### src/rtl/instr_register_pkg.sv
// Shared types for the instruction register and its controller.
package instr_register_pkg;

    localparam int unsigned DEPTH = 32;

    typedef enum logic [3:0] {
        ZERO,
        PASSA,
        PASSB,
        ADD,
        SUB,
        MULT,
        DIV,
        MOD
    } opcode_t;

    typedef logic signed [31:0] operand_t;
    typedef logic [4:0]         address_t;

    typedef struct packed {
        opcode_t  opc;
        operand_t op_a;
        operand_t op_b;
    } instruction_t;

    typedef enum logic [1:0] {
        S_IDLE,
        S_ACTIVE,
        S_FULL
    } ctrl_state_t;

    // Circular pointer advance, wrapping at the last entry.
    function automatic address_t ptr_inc(input address_t p, input int unsigned depth);
        return (32'(p) == depth - 1) ? '0 : p + 1'b1;
    endfunction

endpackage

### src/rtl/instr_rr_arbiter.sv
// Two-requester round-robin arbiter; last_grant remembers the previous winner.
module instr_rr_arbiter (
    input  logic clk,
    input  logic reset,
    input  logic enable,
    input  logic req0,
    input  logic req1,
    output logic gnt0,
    output logic gnt1
);

    logic last_grant;

    // Grant the lone requester, or the one that did not win last time.
    always_comb begin
        gnt0 = 1'b0;
        gnt1 = 1'b0;
        if (enable) begin
            if (req0 && (!req1 || last_grant))
                gnt0 = 1'b1;
            else if (req1)
                gnt1 = 1'b1;
        end
    end

    // Track the most recent winner; starting at 1 lets requester 0 win first.
    always_ff @(posedge clk) begin
        if (reset)
            last_grant <= 1'b1;
        else if (gnt0)
            last_grant <= 1'b0;
        else if (gnt1)
            last_grant <= 1'b1;
    end

endmodule

### src/rtl/instr_reg_ctrl.sv
// Runs the instruction register as a circular FIFO fed by two arbitrated writers.
module instr_reg_ctrl
    import instr_register_pkg::*;
#(
    parameter int unsigned DEPTH = instr_register_pkg::DEPTH,
    parameter int          CNT_W = 6
) (
    input  logic             clk,
    input  logic             reset,
    input  logic             req0_valid,
    input  logic             req1_valid,
    input  opcode_t          req0_opcode,
    input  opcode_t          req1_opcode,
    input  operand_t         req0_op_a,
    input  operand_t         req0_op_b,
    input  operand_t         req1_op_a,
    input  operand_t         req1_op_b,
    output logic             gnt0,
    output logic             gnt1,
    input  logic             rd_req,
    output logic             rd_ack,
    output logic             rd_valid,
    output instruction_t     rd_data,
    input  logic             flush,
    output logic [CNT_W-1:0] count,
    output logic             full,
    output logic             empty,
    output logic             load_en,
    output opcode_t          opcode,
    output operand_t         operand_a,
    output operand_t         operand_b,
    output address_t         write_pointer,
    output address_t         read_pointer,
    output logic             reg_reset_n,
    input  instruction_t     instruction_word
);

    ctrl_state_t      state, state_next;
    address_t         wr_ptr, rd_ptr;
    logic [CNT_W-1:0] count_next;
    logic             arb_en;
    logic             wr_grant;

    // A write still in flight (load_en high) already reserves its slot.
    assign full        = ({1'b0, count} + {{CNT_W{1'b0}}, load_en}) == (CNT_W+1)'(DEPTH);
    assign empty       = (state == S_IDLE);
    assign arb_en      = ~full & ~flush & ~reset;
    assign rd_ack      = rd_req & ~empty & ~flush & ~reset;
    assign read_pointer = rd_ptr;
    assign reg_reset_n = ~reset;
    assign wr_grant    = gnt0 | gnt1;

    instr_rr_arbiter u_arb (
        .clk    (clk),
        .reset  (reset),
        .enable (arb_en),
        .req0   (req0_valid),
        .req1   (req1_valid),
        .gnt0   (gnt0),
        .gnt1   (gnt1)
    );

    // Occupancy follows commits (load_en cycle) and pops; state follows occupancy.
    always_comb begin
        count_next = count;
        state_next = state;
        if (flush) begin
            count_next = '0;
        end else begin
            case ({load_en, rd_ack})
                2'b10:   count_next = count + 1'b1;
                2'b01:   count_next = count - 1'b1;
                default: count_next = count;
            endcase
        end
        if (flush || count_next == '0)
            state_next = S_IDLE;
        else if (count_next == CNT_W'(DEPTH))
            state_next = S_FULL;
        else
            state_next = S_ACTIVE;
    end

    // State, occupancy and FIFO pointers.
    always_ff @(posedge clk) begin
        if (reset) begin
            state  <= S_IDLE;
            count  <= '0;
            wr_ptr <= '0;
            rd_ptr <= '0;
        end else begin
            state <= state_next;
            count <= count_next;
            if (flush) begin
                wr_ptr <= '0;
                rd_ptr <= '0;
            end else begin
                if (wr_grant)
                    wr_ptr <= ptr_inc(wr_ptr, DEPTH);
                if (rd_ack)
                    rd_ptr <= ptr_inc(rd_ptr, DEPTH);
            end
        end
    end

    // Register write port: the granted requester's word lands one cycle later.
    always_ff @(posedge clk) begin
        if (reset) begin
            load_en       <= 1'b0;
            opcode        <= ZERO;
            operand_a     <= '0;
            operand_b     <= '0;
            write_pointer <= '0;
        end else begin
            load_en <= wr_grant;
            if (gnt0) begin
                opcode        <= req0_opcode;
                operand_a     <= req0_op_a;
                operand_b     <= req0_op_b;
                write_pointer <= wr_ptr;
            end else if (gnt1) begin
                opcode        <= req1_opcode;
                operand_a     <= req1_op_a;
                operand_b     <= req1_op_b;
                write_pointer <= wr_ptr;
            end
        end
    end

    // Read side: capture the oldest entry on an accepted pop.
    always_ff @(posedge clk) begin
        if (reset) begin
            rd_valid <= 1'b0;
            rd_data  <= '0;
        end else begin
            rd_valid <= rd_ack;
            if (rd_ack)
                rd_data <= instruction_word;
        end
    end

endmodule

### config.mk
export PLATFORM = sky130hd
export DESIGN_NAME = instr_reg_ctrl
export DESIGN_NICKNAME = d
export VERILOG_FILES = /design/src/rtl/instr_register_pkg.sv /design/src/rtl/instr_rr_arbiter.sv /design/src/rtl/instr_reg_ctrl.sv
export SDC_FILE = /design/constraint.sdc
export NUM_CORES = 1
export LEC_CHECK = 0
export ABC_AREA = 1
export CAP_MARGIN = 15
export CORE_AREA = 2 2 143 145
export CTS_CLUSTER_DIAMETER = 80
export DETAILED_ROUTE_END_ITERATION = 7
export DIE_AREA = 0 0 145 147
export MAX_ROUTING_LAYER = met4
export PLACE_DENSITY_LB_ADDON = 0.05
export RECOVER_POWER = 100
export SLEW_MARGIN = 10
export SYNTH_ARGS = -nofsm -noshare
export SYNTH_HDL_FRONTEND = slang
export SYNTH_SLANG_ARGS = --single-unit
### constraint.sdc
create_clock -name clk -period 8 [get_ports clk]
set_clock_uncertainty 0.15 [all_clocks]
set_input_delay 1.6 -clock clk [delete_from_list [all_inputs] [get_ports clk]]
set_output_delay 1.6 -clock clk [all_outputs]
set_load 0.02 [all_outputs]
==> results of run 1 <==
## flip-flops by register name, indices dropped and copies added (netlist names)
| signal | flops |
|---|---|
| operand_b | 32 |
| count | 6 |
| read_pointer | 5 |
| operand_a | 32 |
| write_pointer | 5 |
| u_arb.last_grant | 1 |
| rd_data | 68 |
| state | 2 |
| wr_ptr | 5 |
| opcode | 4 |
| rd_valid | 1 |
| load_en | 1 |
## cell families (layout without fill, tap and decap cells)
group,after synthesis,count (layout),share of synthesized area
flip-flops,162,162,0.427
buffers and inverters,231,567,0.119
adder cells (fa/ha/maj),12,12,0.0208
AND/OR/NAND/NOR,678,678,0.360
AO/OA/AOI/OAI,105,105,0.0720
XOR/XNOR,1,1,0.00115
## synthesized netlist by cell type, drive strengths merged
library cell | number | area share
a21oi | 19 | 0.013
nand2 | 426 | 0.21
inv | 158 | 0.078
dfxtp | 162 | 0.43
nor3 | 6 | 0.0040
nor4 | 1 | 0.00082
clkbuf | 42 | 0.021
o211ai | 1 | 0.0016
buf | 31 | 0.020
or2 | 2 | 0.0016
o2111ai | 3 | 0.0035
nor2 | 158 | 0.079
xnor2 | 1 | 0.0012
o21a | 1 | 0.00099
nand3 | 42 | 0.028
ha | 11 | 0.018
fa | 1 | 0.0026
o21ai | 81 | 0.053
nand4 | 43 | 0.035
## where the power goes
part           internal, W  leakage, nW  switching, W
combinational     0.000197         4.19      0.000205
sequential        0.000847         1.32     0.0000200
clock             0.000542        0.300      0.000341
total              0.00159         5.81      0.000566
## tightest hold or removal path, stage by stage (launching register included)
cell	delay (ns)
dfxtp_1	0.33
a21oi_1	0.06
nand2_1	0.05
## cell usage in the layout (no fill, tap or decap)
master	count
nand2_1	426
nor2_1	157
nand3_4	1
inv_6	1
inv_1	157
nand4_1	43
clkbuf_1	4
clkbuf_2	1
o21a_2	1
buf_4	5
nor4_1	1
inv_4	1
fa_1	1
clkinvlp_4	3
a21oi_1	19
ha_1	11
clkbuf_16	17
nor3_1	6
nor2_4	1
clkinv_4	3
xnor2_1	1
nand3_1	40
o21ai_0	81
bufinv_16	4
dfxtp_1	162
nand3_2	1
o2111ai_1	3
clkbuf_8	2
clkdlybuf4s50_1	209
or2_2	2
o211ai_4	1
dlygate4sd3_1	160
## metrics by stage
step	instances	utilization	area, um2
after floorplan	1189	-	7590
after global placement	1763	0.575	11400
after detailed placement	1763	0.575	11400
after CTS	1795	0.607	12000
after global routing	1795	0.606	12000
final	1795	0.606	12000
## area by class of cell
type                       instances  area [um2]  share of cell area
inverter                         158         596              0.0495
multi-input combinational        796        3470               0.288
tap                              270         338              0.0281
clock inverter                    11         178              0.0148
sequential                       162        3240               0.270
timing repair buffer             377        3740               0.311
clock buffer                      21         460              0.0383
## worst min path at each step
stage                             startpoint                             to  slack [ns]  cells after the start
6_report       u_arb.last_grant$_SDFFE_PP1P_  u_arb.last_grant$_SDFFE_PP1P_        0.31                      2
3_5_place_dp   u_arb.last_grant$_SDFFE_PP1P_  u_arb.last_grant$_SDFFE_PP1P_        0.30                      2
3_3_place_gp   u_arb.last_grant$_SDFFE_PP1P_  u_arb.last_grant$_SDFFE_PP1P_        0.30                      2
4_1_cts        u_arb.last_grant$_SDFFE_PP1P_  u_arb.last_grant$_SDFFE_PP1P_        0.32                      2
5_1_grt            operand_b[7]$_SDFFE_PP0P_      operand_b[7]$_SDFFE_PP0P_        0.33                      2
2_1_floorplan  u_arb.last_grant$_SDFFE_PP1P_  u_arb.last_grant$_SDFFE_PP1P_        0.28                      2
## routing by layer
layer	vias up	track usage
li1	4287	-
met3	28	0.0699
met4	0	0.0718
met5	-	-
met1	3497	0.284
met2	305	0.385
==> flow_metrics.py, run 1 <==
metrics = {
    "clock_network": {
        "cts.sinks": 162,
        "cts_buffers": 17,
        "post_cts_buffers": 0,
        "cts_tree": "built",
        "cts_resized": 0,
        "cts_root_buf": "clkbuf_16",
        "clk_pin_slew_ns": 0.06,
        "hold_buffers": 0,
        "insertion_delay_ns": 0.42,
        "cts_buffer_depth": 2,
        "h-tree-depth": 4,
    },
    "outcome": {
        "violations": "max-capacitance violations, max-slew violations",
        "status": "finished with violations",
    },
    "routing": {
        "wl_met2_um": 12000,
        "m1WireLength_um": 10400,
        "wl_per_cell_um": 14.0,
        "routed-via-count": 8117,
        "vias_per_cell": 4.52,
        "first_pass_iters": 4,
        "dr_wl_met3_um": 2210,
        "highest_layer": "met4",
        "wirelength_um": 25100,
        "drt_iter0_markers": 347,
        "antenna_left": 0,
        "drc": 0,
    },
    "sta": {
        "fmax_mhz": 145,
        "finalSetupViolations": 0,
        "rsz0062_at_grt": "no",
        "hold_viol": 0,
        "post-route-period-util": 0.863,
        "slew_viol_final": 250,
        "fin_ws_ns": 1.09,
        "tns_ns": 0,
        "worstMarginPinSlew_ns": 3.53,
        "hold_ws_ns": 0.313,
        "relSlewSlack": -1.35,
        "layout_min_cycle_time_ns": 6.91,
    },
    "critical_path": {
        "crit_path_cell_trace": "dlygate4sd3_1, nor2_4, clkbuf_1, nand3_1, nor2_1, dlygate4sd3_1",
        "cp-startpoint": "reset",
        "path_class": "in -> out",
        "cpPeakStageDelay_ns": 1.16,
        "worst_setup_path_end_kind": "output pin",
        "cp.arrival_ns": 5.16,
        "setup.worst_path.start_class": "primary input",
        "reg2reg_to": "write_pointer[4]$_SDFFE_PP0P_",
        "rr_worst_depth": 11,
        "ff2ff_setup_slack_ns": 3.09,
        "crit_top_cell": "dlygate4sd3_1",
        "r2r_start": "count[0]$_SDFF_PP0_",
        "crit_buf_inv": 3,
        "crit_fanout": 32,
        "cp.required_ns": 6.25,
        "cp-endpoint": "gnt1",
        "slowest_stage": "clkbuf_1",
        "crit_family": "buffers and inverters",
        "cp.depth": 6,
    },
    "power_and_ir_drop": {
        "peakVddDrop_v": 0.000139,
        "finalPower_w": 0.00215,
        "leakage_nw": 5.81,
        "powerDensity_mw_per_mm2": 179,
    },
    "grt": {
        "overflow": 0,
        "gr-usage-all-layers": 0.237,
        "grt_max_degree": 138,
        "grt_pass1_wl_um": 39200,
        "antenna_found_initial": 0,
        "first_global_vias": 7339,
    },
    "run": {
        "drv_cap": 3,
    },
    "yosys": {
        "yosysWarnings": 0,
        "syn-mean-instance-area_um2": 6.39,
        "syn-cell-area_mm2": 0.00759,
        "ys_types": 25,
        "yosys_register_bits": 162,
        "syn_inst": 1189,
        "ys_seq_area_frac": 0.427,
        "syn-num-nets": 1411,
    },
    "die": {
        "io_pins": 370,
        "core_area_mm2": 0.0198,
        "die_w_um": 145,
        "rows": 52,
        "initial_core_util": 0.383,
        "dieArea_mm2": 0.0213,
        "die_h_um": 147,
    },
    "placed_design": {
        "port_buffers": 369,
        "hpwlAfterDp_um": 17200,
        "gp_congestion": 0.853,
        "preCtsSetupSlack_ns": 1.96,
    },
    "min_path": {
        "worstHoldPathType": "reg -> reg",
    },
    "cells_and_area": {
        "drive_gt1_frac": 0.0289,
        "n_antenna_cell": 0,
        "fillerInstances": 1828,
        "syn_to_final_growth_pct": 58.4,
        "final_net_count": 1734,
    },
}
No activity file was read; power rests on OpenSTA's default activity.
==> inputs of run 2 (changes only) <==
Settings changed: CELL_PAD_IN_SITES_DETAIL_PLACEMENT from default to 1, CELL_PAD_IN_SITES_GLOBAL_PLACEMENT from default to 2, CORE_AREA 2 2 143 145 to default, CORE_UTILIZATION from default to 22, DIE_AREA 0 0 145 147 to default.
==> flow_metrics.py, run 2 (same netlist as run 1, synthesis figures left out) <==
metrics = {
    "clock_network": {
        "clk_pin_slew_ns": 0.07,
        "cts_buffers": 17,
        "insertion_delay_ns": 0.44,
        "cts_tree": "built",
        "cts_resized": 0,
        "cts_root_buf": "clkbuf_16",
        "post_cts_buffers": 0,
        "hold_buffers": 0,
        "cts.sinks": 162,
        "h-tree-depth": 4,
        "cts_buffer_depth": 2,
    },
    "cells_and_area": {
        "drive_gt1_frac": 0.0289,
        "final_net_count": 1734,
        "final_common_cell": "nand2_1",
        "layout.cells.non_filler": 1974,
        "largest_registers": "rd_data: 68 flops, operand_a: 32 flops, operand_b: 32 flops",
        "fillerInstances": 4184,
        "final_core_util": 0.361,
        "layout_common_cells": "nand2_1, clkdlybuf4s50_1, dfxtp_1, dlygate4sd3_1",
        "syn_to_final_growth_pct": 60.5,
        "fin_area_mm2": 0.0122,
        "largest_reg_flops": 68,
        "regMostFlops": "rd_data",
    },
    "routing": {
        "drt_iter0_markers": 321,
        "vias_per_cell": 4.18,
        "first_pass_iters": 4,
        "wl_per_cell_um": 15.2,
        "drc": 0,
        "wirelength_um": 30100,
        "routed-via-count": 8255,
        "antenna_left": 0,
    },
    "sta": {
        "hold_viol": 0,
        "post-route-period-util": 0.800,
        "fmax_mhz": 156,
        "layout_min_cycle_time_ns": 6.40,
        "fin_ws_ns": 1.60,
        "worstMarginPinSlew_ns": 4.26,
        "finalSetupViolations": 0,
        "slew_viol_final": 283,
        "rsz0062_at_grt": "no",
        "relSlewSlack": -1.84,
        "tns_ns": 0,
    },
    "die": {
        "io_pins": 370,
        "die_w_um": 188,
        "initial_core_util": 0.225,
        "core_area_mm2": 0.0338,
        "rows": 67,
        "dieArea_mm2": 0.0353,
        "die_h_um": 188,
    },
    "min_path": {
        "hp-start": "operand_b[6]$_SDFFE_PP0P_",
        "worstHoldPathCells": 2,
        "worstHoldPathType": "reg -> reg",
    },
    "placed_design": {
        "port_buffers": 369,
        "preCtsSetupSlack_ns": 2.04,
        "gp_congestion": 0.732,
        "placed_area_mm2": 0.0116,
        "dp.cells": 1941,
        "hpwlAfterDp_um": 20900,
    },
    "critical_path": {
        "cp.arrival_ns": 6.61,
        "path_class": "in -> reg",
        "r2r_start": "count[0]$_SDFF_PP0_",
        "crit_path_cell_trace": "dlygate4sd3_1, inv_4, clkbuf_1, o21ai_0, nor2_1",
        "setup.worst_path.start_class": "primary input",
        "cp-startpoint": "reset",
        "cp.required_ns": 8.21,
        "worst_setup_path_end_kind": "flop",
        "cpPeakStageDelay_ns": 3.05,
        "rr_worst_depth": 14,
        "crit_fanout": 82,
        "slowest_stage": "clkbuf_1",
    },
    "grt": {
        "grt_max_degree": 116,
        "antenna_found_initial": 0,
        "gr-usage-all-layers": 0.179,
        "overflow": 0,
        "grt_pass1_wl_um": 47300,
        "first_global_vias": 8383,
    },
    "power_and_ir_drop": {
        "p_int_w": 0.00151,
        "pwr-share-clk": 0.395,
        "swShare": 0.287,
        "pwr-share-comb": 0.194,
        "switching_power_w": 0.000606,
        "peakVddDrop_v": 0.000151,
        "p_seq_frac": 0.411,
        "leakage_nw": 5.78,
        "powerDensity_mw_per_mm2": 173,
    },
    "outcome": {
        "status": "finished with violations",
        "violations": "max-capacitance violations, max-slew violations",
    },
    "run": {
        "drv_cap": 4,
    },
}
-- run 2: worst max-delay path: cells and delay by family --
kind	cells	cell delay, ns
and+or+nand+nor	1	0.23
AOI/OAI and AO/OA	1	0.44
buffers and inverters	3	4.29
-- run 2: routing by layer --
layer / vias up / part of all wire / GRT usage
met3: 16 / 0.087 / 0.0663
li1: 4278 / - / -
met2: 229 / 0.46 / 0.287
met4: 0 / 0.010 / 0.0488
met1: 3732 / 0.44 / 0.208
met5: - / 0 / -
-- run 2: area by class of cell --
cell class	instances	area, um2	area share
inverter	158	596	0.0489
antenna	2	5.00	0.000411
tap	448	561	0.0460
sequential	162	3240	0.266
clock buffer	17	425	0.0349
timing repair buffer	377	3740	0.307
multi-input combinational	796	3450	0.284
clock inverter	14	156	0.0128
-- run 2: worst paths after layout --
kind / to / slack (ns)
max: write_pointer[2]$_SDFFE_PP0P_ / 1.60
min: operand_b[6]$_SDFFE_PP0P_ / 0.32
max reg2reg: operand_a[1]$_SDFFE_PP0P_ / 2.61
min reg2reg: operand_b[6]$_SDFFE_PP0P_ / 0.32
-- run 2: power by group through the flow --
stage | clock network (W) | registers [W] | logic [W]
detailed placement | 0 | 0.000888 | 0.000430
CTS | 0.000873 | 0.000870 | 0.000432
global placement | 0 | 0.000887 | 0.000429
global route | 0.000906 | 0.000873 | 0.000454
floorplan | 0 | 0.000932 | 0.000148
finish | 0.000834 | 0.000868 | 0.000410
-- run 2: metrics by stage --
stage | total power, W | hold slack, ns
2_1_floorplan | 0.00108 | 0.281
3_3_place_gp | 0.00132 | 0.311
3_5_place_dp | 0.00132 | 0.315
4_1_cts | 0.00217 | 0.327
5_1_grt | 0.00223 | 0.347
6_report | 0.00211 | 0.317
